### src/rtl/pc8001m_ps2_pkg.sv
// Shared constants, state encodings and frame builder for the PS/2 key serializer.
package pc8001m_ps2_pkg;

  localparam logic [7:0]  PS2_PFX_EXT    = 8'hE0;
  localparam logic [7:0]  PS2_PFX_BRK    = 8'hF0;
  localparam int unsigned PS2_FRAME_BITS = 11;

  typedef enum logic [1:0] {
    EQ_IDLE,
    EQ_E0,
    EQ_F0,
    EQ_CODE
  } eq_state_t;

  typedef enum logic [2:0] {
    S_IDLE,
    S_LOAD,
    S_HI,
    S_LO,
    S_GAP
  } ser_state_t;

  // Bit 0 is sent first: start 0, data LSB first, odd parity, stop 1.
  function automatic logic [10:0] ps2_frame(input logic [7:0] b);
    return {1'b1, ~^b, b, 1'b0};
  endfunction

endpackage

### src/rtl/ps2_byte_fifo.sv
// Byte FIFO with registered read data (valid the cycle after pop) and occupancy count.
module ps2_byte_fifo #(
  parameter int unsigned DEPTH = 16
) (
  input  logic                     i_clk,
  input  logic                     i_rst_n,
  input  logic                     i_push,
  input  logic [7:0]               i_wdata,
  input  logic                     i_pop,
  output logic [7:0]               o_rdata,
  output logic                     o_full,
  output logic                     o_empty,
  output logic [$clog2(DEPTH):0]   o_level
);

  localparam int unsigned AW = $clog2(DEPTH);
  localparam logic [AW:0] LVL_FULL = (AW+1)'(DEPTH);

  logic [7:0]    r_mem [DEPTH];
  logic [AW-1:0] r_wptr;
  logic [AW-1:0] r_rptr;
  logic [AW:0]   r_level;
  logic [7:0]    r_rdata;
  logic          w_do_push;
  logic          w_do_pop;

  assign o_full    = (r_level == LVL_FULL);
  assign o_empty   = (r_level == '0);
  assign o_level   = r_level;
  assign o_rdata   = r_rdata;
  assign w_do_push = i_push && !o_full;
  assign w_do_pop  = i_pop && !o_empty;

  always_ff @(posedge i_clk) begin
    if (w_do_push) r_mem[r_wptr] <= i_wdata;
  end

  always_ff @(posedge i_clk or negedge i_rst_n) begin
    if (!i_rst_n) begin
      r_wptr  <= '0;
      r_rptr  <= '0;
      r_level <= '0;
      r_rdata <= '0;
    end else begin
      if (w_do_push) r_wptr <= r_wptr + 1'b1;
      if (w_do_pop) begin
        r_rdata <= r_mem[r_rptr];
        r_rptr  <= r_rptr + 1'b1;
      end
      case ({w_do_push, w_do_pop})
        2'b10:   r_level <= r_level + 1'b1;
        2'b01:   r_level <= r_level - 1'b1;
        default: r_level <= r_level;
      endcase
    end
  end

endmodule

### src/rtl/ps2_key_serializer.sv
// Turns hps_io ps2_key toggle events into set-2 byte sequences and a device-side
// PS/2 clock/data stream for the pc8001m core.
module ps2_key_serializer
  import pc8001m_ps2_pkg::*;
#(
  parameter int unsigned HALF_DIV   = 1146,
  parameter int unsigned GAP_HALVES = 8,
  parameter int unsigned FIFO_DEPTH = 16
) (
  input  logic                          clk_sys,
  input  logic                          reset_n,
  input  logic [10:0]                   ps2_key,
  input  logic                          enable,
  output logic                          ps2_clk,
  output logic                          ps2_data,
  output logic                          busy,
  output logic                          overflow,
  output logic [$clog2(FIFO_DEPTH):0]   fifo_level
);

  localparam int unsigned AW = $clog2(FIFO_DEPTH);
  localparam int unsigned CW = $clog2(HALF_DIV * GAP_HALVES) + 1;
  localparam logic [CW-1:0] HALF_LAST = CW'(HALF_DIV - 1);
  localparam logic [CW-1:0] GAP_LAST  = CW'(HALF_DIV * GAP_HALVES - 1);
  localparam logic [AW:0]   LVL_FULL  = (AW+1)'(FIFO_DEPTH);
  localparam logic [3:0]    IDX_LAST  = 4'(PS2_FRAME_BITS - 1);

  // Assertion is asynchronous; release is re-timed so every flop leaves reset together.
  logic [1:0] r_rst_sync;
  logic       w_rst_n;

  always_ff @(posedge clk_sys or negedge reset_n) begin
    if (!reset_n) r_rst_sync <= '0;
    else          r_rst_sync <= {r_rst_sync[0], 1'b1};
  end
  assign w_rst_n = r_rst_sync[1];

  logic [7:0] w_rdata;
  logic       w_full;
  logic       w_empty;
  logic [AW:0] w_level;
  logic       w_push;
  logic [7:0] w_wdata;
  logic       w_pop;

  eq_state_t  r_eq;
  logic       r_armed;
  logic       r_tog_prev;
  logic       r_brk;
  logic [7:0] r_code;
  logic       r_overflow;
  logic       w_pending;
  logic       w_room;
  logic [AW:0] w_free;

  assign w_pending = r_armed && (ps2_key[10] != r_tog_prev);
  assign w_free    = LVL_FULL - w_level;
  assign w_room    = (w_free >= (AW+1)'(3));
  assign w_push    = (r_eq != EQ_IDLE) && !w_full;

  always_comb begin
    w_wdata = r_code;
    case (r_eq)
      EQ_E0:   w_wdata = PS2_PFX_EXT;
      EQ_F0:   w_wdata = PS2_PFX_BRK;
      default: w_wdata = r_code;
    endcase
  end

  // A whole event is accepted or dropped at once so a make/break never splits.
  always_ff @(posedge clk_sys or negedge w_rst_n) begin
    if (!w_rst_n) begin
      r_eq       <= EQ_IDLE;
      r_armed    <= 1'b0;
      r_tog_prev <= 1'b0;
      r_brk      <= 1'b0;
      r_code     <= '0;
      r_overflow <= 1'b0;
    end else begin
      r_overflow <= 1'b0;
      if (!r_armed) begin
        r_armed    <= 1'b1;
        r_tog_prev <= ps2_key[10];
      end else begin
        case (r_eq)
          EQ_IDLE: begin
            if (w_pending) begin
              r_tog_prev <= ps2_key[10];
              if (enable && w_room) begin
                r_brk  <= !ps2_key[9];
                r_code <= ps2_key[7:0];
                if (ps2_key[8])      r_eq <= EQ_E0;
                else if (!ps2_key[9]) r_eq <= EQ_F0;
                else                 r_eq <= EQ_CODE;
              end else if (enable) begin
                r_overflow <= 1'b1;
              end
            end
          end
          EQ_E0:   r_eq <= r_brk ? EQ_F0 : EQ_CODE;
          EQ_F0:   r_eq <= EQ_CODE;
          EQ_CODE: r_eq <= EQ_IDLE;
          default: r_eq <= EQ_IDLE;
        endcase
      end
    end
  end

  ps2_byte_fifo #(
    .DEPTH (FIFO_DEPTH)
  ) u_fifo (
    .i_clk   (clk_sys),
    .i_rst_n (w_rst_n),
    .i_push  (w_push),
    .i_wdata (w_wdata),
    .i_pop   (w_pop),
    .o_rdata (w_rdata),
    .o_full  (w_full),
    .o_empty (w_empty),
    .o_level (w_level)
  );

  ser_state_t    r_st;
  logic [10:0]   r_frame;
  logic [3:0]    r_idx;
  logic [3:0]    w_idx_next;
  logic [CW-1:0] r_cnt;
  logic          r_clk;
  logic          r_data;
  logic [10:0]   w_frame;

  assign w_pop      = (r_st == S_IDLE) && !w_empty;
  assign w_frame    = ps2_frame(w_rdata);
  assign w_idx_next = r_idx + 4'd1;

  always_ff @(posedge clk_sys or negedge w_rst_n) begin
    if (!w_rst_n) begin
      r_st    <= S_IDLE;
      r_frame <= '1;
      r_idx   <= '0;
      r_cnt   <= '0;
      r_clk   <= 1'b1;
      r_data  <= 1'b1;
    end else begin
      case (r_st)
        S_IDLE: begin
          if (!w_empty) r_st <= S_LOAD;
        end
        S_LOAD: begin
          r_frame <= w_frame;
          r_idx   <= '0;
          r_cnt   <= '0;
          r_clk   <= 1'b1;
          r_data  <= w_frame[0];
          r_st    <= S_HI;
        end
        S_HI: begin
          if (r_cnt == HALF_LAST) begin
            r_cnt <= '0;
            r_clk <= 1'b0;
            r_st  <= S_LO;
          end else begin
            r_cnt <= r_cnt + 1'b1;
          end
        end
        S_LO: begin
          if (r_cnt == HALF_LAST) begin
            r_cnt <= '0;
            r_clk <= 1'b1;
            if (r_idx == IDX_LAST) begin
              r_data <= 1'b1;
              r_st   <= S_GAP;
            end else begin
              r_idx  <= w_idx_next;
              r_data <= r_frame[w_idx_next];
              r_st   <= S_HI;
            end
          end else begin
            r_cnt <= r_cnt + 1'b1;
          end
        end
        S_GAP: begin
          if (r_cnt == GAP_LAST) begin
            r_cnt <= '0;
            r_st  <= S_IDLE;
          end else begin
            r_cnt <= r_cnt + 1'b1;
          end
        end
        default: r_st <= S_IDLE;
      endcase
    end
  end

  assign ps2_clk    = r_clk;
  assign ps2_data   = r_data;
  assign overflow   = r_overflow;
  assign fifo_level = w_level;
  assign busy       = !w_empty || (r_st != S_IDLE) || (r_eq != EQ_IDLE);

endmodule

### config.mk
export PLATFORM = sky130hd
export DESIGN_NAME = ps2_key_serializer
export DESIGN_NICKNAME = d
export VERILOG_FILES = /design/src/rtl/pc8001m_ps2_pkg.sv /design/src/rtl/ps2_byte_fifo.sv /design/src/rtl/ps2_key_serializer.sv
export SDC_FILE = /design/constraint.sdc
export NUM_CORES = 1
export LEC_CHECK = 0
export CAP_MARGIN = 10
export CORE_ASPECT_RATIO = 0.9
export CORE_MARGIN = 2
export CORE_UTILIZATION = 62
export DETAILED_ROUTE_END_ITERATION = 12
export GPL_TIMING_DRIVEN = 0
export PLACE_DENSITY = 0.78
export SKIP_LAST_GASP = 1
export SYNTH_ARGS = -nofsm -noshare
export SYNTH_HDL_FRONTEND = slang
export SYNTH_SLANG_ARGS = --single-unit
export TNS_END_PERCENT = 5
### constraint.sdc
create_clock -name clk_sys -period 3 [get_ports clk_sys]
set_input_delay 0.9 -clock clk_sys [delete_from_list [all_inputs] [get_ports clk_sys]]
set_output_delay 0.9 -clock clk_sys [all_outputs]
set_load 0.03 [all_outputs]
==> results of run 1 <==
[power groups by stage]
stage | Clock, W | Sequential (W) | Combinational, W
2_1_floorplan | 0 | 0.00408 | 0.00106
3_3_place_gp | 0 | 0.00406 | 0.00156
3_5_place_dp | 0 | 0.00409 | 0.00167
4_1_cts | 0.00226 | 0.00402 | 0.00176
5_1_grt | 0.00237 | 0.00406 | 0.00197
6_report | 0.00225 | 0.00402 | 0.00179
[worst min path at each step]
stage,start,endpoint,slack [ns],cells after the start
final,r_rst_sync[0],r_rst_sync[1],0.37,0
after global routing,r_rst_sync[0],r_rst_sync[1],0.40,0
after CTS,r_rst_sync[0],r_rst_sync[1],0.38,0
after detailed placement,r_rst_sync[0],r_rst_sync[1],0.36,0
after global placement,r_rst_sync[0],r_rst_sync[1],0.34,0
after floorplan,r_rst_sync[0],r_rst_sync[1],0.33,0
[area by class of cell]
type,instances,area share
buffer,20,0.00944
clock buffer,18,0.0442
clock inverter,14,0.0142
inverter,22,0.00856
multi-input combinational,351,0.304
sequential,199,0.568
tap,193,0.0243
timing repair buffer,30,0.0281
[Yosys cell counts, drive strengths merged (6+ instances only)]
cell    count
xnor2      19
nor2       16
inv        22
a21oi      21
nand2      29
nand3      10
nor2b       8
mux4       24
and2       17
nor3       10
o22ai       6
a22o        7
mux2       36
mux2i      17
edfxtp    128
clkbuf     12
ha         20
dfstp      12
dfrtp      59
xor2        9
nand4       9
buf         9
o21ai      31
[stage by stage]
stage / setup TNS (ns) / utilization / total power (W)
4_1_cts: 0 / 0.711 / 0.00805
6_report: 0 / 0.712 / 0.00807
3_5_place_dp: -1.60 / 0.664 / 0.00576
3_3_place_gp: -0.509 / 0.664 / 0.00562
5_1_grt: -0.0915 / 0.712 / 0.00841
2_1_floorplan: 0 / - / 0.00514
[flip-flops by register name, summed over array words and instances (netlist names)]
| name | flops |
|---|---|
| overflow | 1 |
| ps2_clk | 1 |
| ps2_data | 1 |
| r_armed | 1 |
| r_brk | 1 |
| r_cnt | 15 |
| r_code | 8 |
| r_eq | 2 |
| r_frame | 10 |
| r_idx | 4 |
| r_rst_sync | 2 |
| r_st | 3 |
| r_tog_prev | 1 |
| u_fifo.o_level | 5 |
| u_fifo.o_rdata | 8 |
| u_fifo.r_mem | 128 |
| u_fifo.r_rptr | 4 |
| u_fifo.r_wptr | 4 |
[metal layers]
metal	GRT usage	vias up	wire length (um)
li1	-	2331	-
met1	0.326	2628	7450
met2	0.385	135	8440
met3	0.0455	13	714
met4	0.0731	0	178
met5	0	-	0
[logic make-up after synthesis]
| kind of cell | count (synthesis) | synth area share |
|---|---|---|
| AO/OA/AOI/OAI | 93 | 0.0693 |
| XOR/XNOR | 28 | 0.0279 |
| adder cells (fa/ha/maj) | 21 | 0.0308 |
| buffers and inverters | 43 | 0.0205 |
| flip-flops | 199 | 0.642 |
| multiplexers | 77 | 0.127 |
| other | 1 | 0.000427 |
| AND/OR/NAND/NOR | 130 | 0.0822 |
[timing repair]
| item | CTS | global route |
|---|---|---|
| pin swaps | 6 | 3 |
| gates cloned | 0 | 0 |
| gates resized for setup | 11 | 3 |
| setup buffers | 7 | 0 |
| endpoints found under the setup margin | 67 | 3 |
==> reports/results.ini, run 1 <==
[logic_synthesis]
synth_ff_type = edfxtp_1
yosys-top-cells-area = edfxtp_1 (44%), dfrtp_1 (17%), mux4_2 (6.2%), mux2_2 (4.6%), dfstp_2 (3.6%)
synth.distinct_cells = 57
synth_top_area_cell = edfxtp_1
syn_area_per_cell_um2 = 14.8
synth-seq-cells = 199
synth-seq-area-share = 0.642
async_reset_ff_frac = 0.357
synth_edf_count = 128
syn_area_um2 = 8780
synthCells = 592
synth_top_area_frac = 0.438
yosysWarnings = 0

[critical_path]
crit_top_cell = ha_1
cp-end-kind = register
critPathSlowestCell = dfrtp_2
r2r_end = u_fifo.o_level[4]
worstSetupEndpoint = u_fifo.o_level[4]
worstSetupStartpointType = register
rrSetupSlack_ns = 0.08
path_class = reg2reg
worstRegToRegCells = 14
crit_chain = inv_2 > ha_2 > nor3b_2 > ha_1 > nor2_4 > inv_1 > ha_4 > buf_4 > ha_1 > nor2b_2 > o21ai_2 > and3_1 > nor3_2 > xnor2_1
critical_path.top_delay_family = adder cells
cp.required_ns = 3.32
r2r-start = u_fifo.o_level[0]
slowest_delay_ns = 0.38
critPathLaunch = u_fifo.o_level[0]
critical_path_buf_inv_count = 3
arrival_ns = 3.24
cp.depth = 14
critPathMaxFanout = 8

[power]
powerDensity_nw_per_um2 = 812
ir_drop_mv = 0.667
seq_power_share = 0.499
p_leak_nw = 3.75
combPwrFrac = 0.222
power.share.clock = 0.279
p_int_w = 0.00564
sw_frac_of_total = 0.301
switchingPower_w = 0.00243

[global_routing]
track_usage = 0.235
grt_pass1_wl_um = 26200
antenna_found_initial = 0
grt_remaining_overflow = 0
grt_max_degree = 70
grt_pass1_vias = 4948

[die]
fp.dieW_um = 129
core_um2 = 14000
initial_core_util = 0.629
die_h_um = 117
rows = 41
die_area_um2 = 15100
io_pins = 23

[outcome]
status = completed

[sta]
setup_viol = 0
post-route-period-util = 0.973
finalHoldViolCount = 0
rsz0062_at_grt = true
fin_crit_ns = 2.92
max_freq_mhz = 343
clock_skew_ns = 0.00752
maxSlewViolCount = 0
worst_slack_ns = 0.0816
worst_slew_pin_slew_ns = 1.23
whs_ns = 0.372
maxSlewHeadroom = 0.178

[cells_and_area]
multi_input_area_um2 = 3020
final_common_cell = edfxtp_1
regArea_um2 = 5640
fillers = 929
final-instance-count-excl-fill = 847
post-route-cell-area_um2 = 9940
area_growth_pct = 13.2
fin_nets = 676
final_cell_mix = edfxtp_1 (128), dfrtp_1 (56), mux2_2 (36)
drive_gt1_frac = 0.223
antenna_cells = 0

[job]
cap_violations = 0

[route]
drc = 0
wirelength_um = 16800
drtIter0Drc = 466
antenna_left = 0
first_pass_iters = 5
via_per_inst = 6.03
dr_total_vias = 5107
wl_per_cell_um = 19.8

[cts]
cts.clk_slew.worst_paths_ns = 0.07
holdBufCountCts = 0
cts_buffers = 17
htree_levels = 4
root_buffer = clkbuf_16
clock_path_buffers = 2
cts_sinks = 199
cts_tree = built
insertion_delay_ns = 0.44

[placement]
dp_cells = 808
port_buffers = 22
place_congestion = 0.853
hpwl_um = 11200
pre_cts_ws_ns = -0.237
placed_cell_area_um2 = 9270

[min_path]
hold_path_class = reg2reg

No activity file was read; power rests on OpenSTA's default activity.
==> run 2: changes to the inputs <==
Settings changed: SKIP_LAST_GASP 1 to unset.
==> run 2 against run 1 <==
Against the previous run: largest cell class unchanged; first-iteration DRC count shrank 4.3%; global-route usage is the same; hold slack is essentially flat; critical path type unchanged.
==> reports/results.ini, run 2 (same netlist as run 1, synthesis figures left out) <==
[outcome]
status = completed  ; unchanged

[cells_and_area]
final_common_cell = edfxtp_1  ; unchanged
final_cell_mix = edfxtp_1 (128), dfrtp_1 (56), mux2_2 (36)  ; unchanged
area_growth_pct = 13.2  ; unchanged
regArea_um2 = 5640  ; unchanged
drive_gt1_frac = 0.225  ; was 0.223
top_register = u_fifo.r_mem  ; unchanged
largest_reg_flops = 128  ; unchanged
fin_nets = 676  ; unchanged
top_regs = u_fifo.r_mem: 128 flops, r_cnt: 15 flops, r_frame: 10 flops  ; unchanged
multi_input_area_um2 = 3020  ; unchanged
antenna_cells = 0  ; unchanged
fillers = 929  ; unchanged

[placement]
place_congestion = 0.853  ; unchanged
port_buffers = 22  ; unchanged
pre_cts_ws_ns = -0.237  ; unchanged
hpwl_um = 11200  ; unchanged

[global_routing]
grt_max_degree = 70  ; unchanged
antenna_found_initial = 0  ; unchanged
grt_pass1_vias = 4948  ; unchanged
grt_pass1_wl_um = 26200  ; unchanged
grt_remaining_overflow = 0  ; unchanged
track_usage = 0.235  ; unchanged

[route]
first_pass_iters = 5  ; unchanged
drc = 0  ; unchanged
antenna_left = 0  ; unchanged
wirelength_um = 16800  ; about the same
via_per_inst = 6.04  ; was 6.03
drtIter0Drc = 446  ; was 466
dr_total_vias = 5120  ; was 5,107
wl_per_cell_um = 19.8  ; about the same

[sta]
whs_ns = 0.372  ; about the same
rsz0062_at_grt = false  ; was true
setup_viol = 0  ; unchanged
clock_skew_ns = 0.00860  ; was 0.00752 ns
post-route-period-util = 0.953  ; was 0.973
maxSlewHeadroom = 0.190  ; was 0.178
max_freq_mhz = 350  ; was 343 MHz
worst_slew_pin_slew_ns = 1.21  ; was 1.23 ns
maxSlewViolCount = 0  ; unchanged
fin_crit_ns = 2.86  ; was 2.92 ns
worst_slack_ns = 0.141  ; was 0.0816 ns
finalHoldViolCount = 0  ; unchanged

[critical_path]
worstSetupStartpointType = register  ; unchanged
arrival_ns = 3.18  ; was 3.24 ns
crit_top_cell = ha_2  ; was ha_1
critical_path_buf_inv_count = 3  ; unchanged
critical_path.top_delay_family = simple AND/OR/NAND/NOR gates  ; was adder cells
rrSetupSlack_ns = 0.14  ; was 0.08 ns
cp.required_ns = 3.33  ; was 3.32 ns
slowest_delay_ns = 0.46  ; was 0.38 ns
critPathSlowestCell = or4_4  ; was dfrtp_2
crit_chain = inv_2 > ha_2 > nor3b_2 > ha_2 > or4_4 > inv_4 > ha_4 > buf_4 > ha_1 > nor2b_2 > o21ai_2 > and3_1 > nor3_2 > xnor2_1  ; was inv_2 > ha_2 > nor3b_2 > ha_1 > nor2_4 > inv_1 > ha_4 > buf_4 > ha_1 > nor2b_2 > o21ai_2 > and3_1 > nor3_2 > xnor2_1
critPathMaxFanout = 3  ; was 8
cp-end-kind = register  ; unchanged
path_class = reg2reg  ; unchanged

[job]
cap_violations = 0  ; unchanged

[die]
fp.dieW_um = 129  ; unchanged
die_h_um = 117  ; unchanged
io_pins = 23  ; unchanged
rows = 41  ; unchanged
initial_core_util = 0.629  ; unchanged
die_area_um2 = 15100  ; unchanged
core_um2 = 14000  ; unchanged

[power]
powerDensity_nw_per_um2 = 812  ; about the same
p_leak_nw = 3.75  ; about the same
ir_drop_mv = 0.667  ; about the same

[cts]
cts.clk_slew.worst_paths_ns = 0.07  ; about the same
insertion_delay_ns = 0.44  ; about the same
htree_levels = 4  ; unchanged
root_buffer = clkbuf_16  ; unchanged
holdBufCountCts = 0  ; unchanged
cts_tree = built  ; unchanged
cts_sinks = 199  ; unchanged
clock_path_buffers = 2  ; unchanged
cts_buffers = 17  ; unchanged

[min_path]
hold_path_class = reg2reg  ; unchanged

[run 2: cell counts in the layout (fill, tap and decap cells not counted)]
Identical to the previous run, type by type.
[run 2: what timing repair did]
item,4_1_cts,5_1_grt
endpoints found under the setup margin,67,3
endpoints found under the hold margin,0,0
resized for setup,11,4
pin swaps,6,3
setup buffers,7,0
cloned,0,0
[run 2: path summary, 6_finish.rpt]
kind / from / end / depth (start not counted)
setup / recovery: u_fifo.o_level[0] / u_fifo.o_level[4] / 14
hold / removal: r_rst_sync[0] / r_rst_sync[1] / 0
setup reg to reg: u_fifo.o_level[0] / u_fifo.o_level[4] / 14
hold reg to reg: r_rst_sync[0] / r_rst_sync[1] / 0
max in group asynchronous: r_rst_sync[1] / u_fifo.o_level[0] / 0
min in group asynchronous: r_rst_sync[1] / u_fifo.r_wptr[0] / 0
[run 2: stage by stage]
stage / std cells / area, um^2 / power (W) / TNS [ns] / utilization
floorplan: 593 / 8800 / 0.00514 / 0 / -
global placement: 808 / 9260 / 0.00562 / -0.509 / 0.664
detailed placement: 808 / 9270 / 0.00576 / -1.60 / 0.664
CTS: 846 / 9930 / 0.00805 / 0 / 0.711
global route: 847 / 9940 / 0.00841 / 0 / 0.712
finish: 847 / 9940 / 0.00807 / 0 / 0.712
[run 2: power by group]
part	switching [W]	internal, W
registers	0.000200	0.00382
logic	0.00118	0.000624
clock network	0.00106	0.00119
total	0.00243	0.00564
[run 2: cell type report]
class | count | area share
sequential | 199 | 0.568
clock inverter | 14 | 0.0142
clock buffer | 18 | 0.0442
buffer | 20 | 0.00944
timing repair buffer | 30 | 0.0281
multi-input combinational | 351 | 0.304
inverter | 22 | 0.00856
tap | 193 | 0.0243
[run 2: per-layer routing]
layer  vias up  global-route usage  wire [um]
met1      2629               0.326       7430
met2       140               0.385       8360
met4         0              0.0731        233
met3        19              0.0455        769
li1       2332                   -          -
met5         -                   0          0
==> run 3: changes to the inputs <==
Settings changed: SETUP_SLACK_MARGIN set to 0.2.
==> run 3 against run 2 <==
Against the previous run: first-iteration DRC count increased by 21%; setup slack improved by 0.031 ns; critical endpoint is now busy; global-route usage increased by 0.84 points; register-to-register slack improved by 0.13 ns; wire length increased by 3.3%; sequential power about the same; largest power group unchanged; critical path type is now reg2out; power increased by 0.33%; utilization increased by 0.48 points.
==> reports/results.ini, run 3 (same netlist as run 1, synthesis figures left out) <==
[critical_path]
cp-end-kind = output port  ; was register
critPathMaxFanout = 2  ; was 3
arrival_ns = 1.93  ; was 3.18 ns
r2r_end = u_fifo.o_level[4]  ; unchanged
worstSetupStartpointType = register  ; unchanged
cp.required_ns = 2.10  ; was 3.33 ns
worstRegToRegCells = 14  ; unchanged
slowest_delay_ns = 0.43  ; was 0.46 ns
crit_chain = inv_4 > ha_4 > nor3b_4 > ha_2 > buf_6 > nand4_1 > buf_6  ; was inv_2 > ha_2 > nor3b_2 > ha_2 > or4_4 > inv_4 > ha_4 > buf_4 > ha_1 > nor2b_2 > o21ai_2 > and3_1 > nor3_2 > xnor2_1
rrSetupSlack_ns = 0.27  ; was 0.14 ns
r2r-start = u_fifo.o_level[1]  ; was u_fifo.o_level[0]
critPathSlowestCell = dfrtp_2  ; was or4_4
path_class = reg2out  ; was reg2reg
crit_top_cell = buf_6  ; was ha_2

[route]
antenna_left = 0  ; unchanged
drtIter0Drc = 540  ; was 446
via_per_inst = 6.00  ; was 6.04
first_pass_iters = 7  ; was 5
wl_per_cell_um = 20.3  ; was 19.8 um
wirelength_um = 17300  ; was 16,800 um
drc = 0  ; unchanged
dr_total_vias = 5124  ; was 5,120

[global_routing]
grt_remaining_overflow = 0  ; unchanged
grt_pass1_vias = 5058  ; was 4,948
grt_pass1_wl_um = 27100  ; was 26,200 um
top_usage_layer = met2  ; unchanged
use_met3 = 0.0568  ; was 0.0455
use_met1 = 0.330  ; was 0.326
grt_max_degree = 70  ; unchanged
antenna_found_initial = 0  ; unchanged
track_usage = 0.244  ; was 0.235
grt.met2_usage = 0.400  ; was 0.385

[placement]
dp_cells = 808  ; unchanged
pre_cts_ws_ns = -0.175  ; was -0.237 ns
port_buffers = 22  ; unchanged
place_congestion = 0.830  ; was 0.853
hpwl_um = 11300  ; was 11,200 um

[cts]
cts_tree = built  ; unchanged
cts.clk_slew.worst_paths_ns = 0.07  ; about the same
htree_levels = 4  ; unchanged
clock_path_buffers = 2  ; unchanged
cts_buffers = 17  ; unchanged
cts_sinks = 199  ; unchanged
root_buffer = clkbuf_16  ; unchanged
holdBufCountCts = 0  ; unchanged
insertion_delay_ns = 0.44  ; about the same

[cells_and_area]
fin_nets = 683  ; was 676
largest_reg_flops = 128  ; unchanged
final_cell_mix = edfxtp_1 (128), dfrtp_1 (56), mux2_2 (36)  ; unchanged
area_growth_pct = 13.9  ; was 13.2%
drive_gt1_frac = 0.224  ; was 0.225
fillers = 907  ; was 929
top_register = u_fifo.r_mem  ; unchanged
final_common_cell = edfxtp_1  ; unchanged
antenna_cells = 0  ; unchanged
top_regs = u_fifo.r_mem: 128 flops, r_cnt: 15 flops, r_frame: 10 flops  ; unchanged
final-instance-count-excl-fill = 854  ; was 847

[min_path]
min_path_cells = 0  ; unchanged
hp-start = r_rst_sync[0]  ; unchanged
hold_end = r_rst_sync[1]  ; unchanged
hold_path_class = reg2reg  ; unchanged

[sta]
fin_crit_ns = 2.83  ; was 2.86 ns
finalSetupTns_ns = 0  ; unchanged
post-route-period-util = 0.943  ; was 0.953
maxSlewHeadroom = 0.237  ; was 0.190
worst_slack_ns = 0.171  ; was 0.141 ns
setup_viol = 0  ; unchanged
rsz0062_at_grt = true  ; was false
maxSlewViolCount = 0  ; unchanged
worst_slew_pin_slew_ns = 1.14  ; was 1.21 ns
clock_skew_ns = 0.00875  ; was 0.00860 ns
max_freq_mhz = 354  ; was 350 MHz
finalHoldViolCount = 0  ; unchanged

[die]
die_area_um2 = 15100  ; unchanged
core_um2 = 14000  ; unchanged
initial_core_util = 0.629  ; unchanged
rows = 41  ; unchanged
io_pins = 23  ; unchanged
fp.dieW_um = 129  ; unchanged
die_h_um = 117  ; unchanged

[power]
p_leak_nw = 3.76  ; was 3.75 nW
ir_drop_mv = 0.834  ; was 0.667 mV
powerDensity_nw_per_um2 = 810  ; was 812 nW/um^2
power_w = 0.00810  ; was 0.00807 W

[job]
cap_violations = 0  ; unchanged

[outcome]
status = completed  ; unchanged

-- run 3: layer usage --
layer / share of wire / up-vias
li1: - / 2355
met1: 0.42 / 2568
met2: 0.51 / 175
met3: 0.058 / 26
met4: 0.013 / 0
met5: 0 / -
-- run 3: area by class of cell --
cell class | instances | area [um^2] | share of cell area
clock buffers | 21 | 450 | 0.0450
clock inverters | 11 | 116 | 0.0116
flip-flops and latches | 199 | 5640 | 0.564
multi-input cells | 351 | 3030 | 0.303
inverters | 22 | 95.1 | 0.00950
plain buffers | 21 | 98.8 | 0.00988
well taps | 193 | 241 | 0.0241
repair buffers | 36 | 330 | 0.0330
-- run 3: worst max-delay path by stage --
stage | startpoint | end | slack (ns) | cells after the start
CTS | u_fifo.o_level[1] | u_fifo.o_level[4] | 0.08 | 14
global route | u_fifo.o_level[0] | busy | 0.09 | 7
floorplan | u_fifo.o_level[0] | u_fifo.o_level[4] | 0.12 | 14
detailed placement | u_fifo.o_level[0] | u_fifo.o_level[4] | -0.17 | 13
global placement | r_rst_sync[1] | u_fifo.o_level[0] | -0.17 | 0
finish | u_fifo.o_level[0] | busy | 0.17 | 7
-- run 3: where the power goes --
group          internal (W)  switching [W]  total [W]
Combinational      0.000674        0.00117    0.00184
Sequential          0.00383       0.000213    0.00404
Clock               0.00119        0.00103    0.00222
Total               0.00569        0.00241    0.00810
-- run 3: worst max-delay path: cells and delay by family, from the launching register on --
family,cells,cell delay [ns]
simple gates,2,0.32
flops,1,0.43
buf+inv,3,0.36
fa+ha+maj,2,0.38
-- run 3: stage by stage --
step	hold WS [ns]	utilization	area (um^2)
detailed placement	0.339	0.665	9280
global placement	0.343	0.665	9280
finish	0.358	0.717	10000
floorplan	0.331	-	8820
global route	0.377	0.717	10000
CTS	0.362	0.714	9960
-- run 3: timing repair --
item	4_1_cts	5_1_grt
cloned	0	0
pin swaps	8	9
buffers inserted	10	4
endpoints found under the setup margin	77	68
resized for setup	17	5
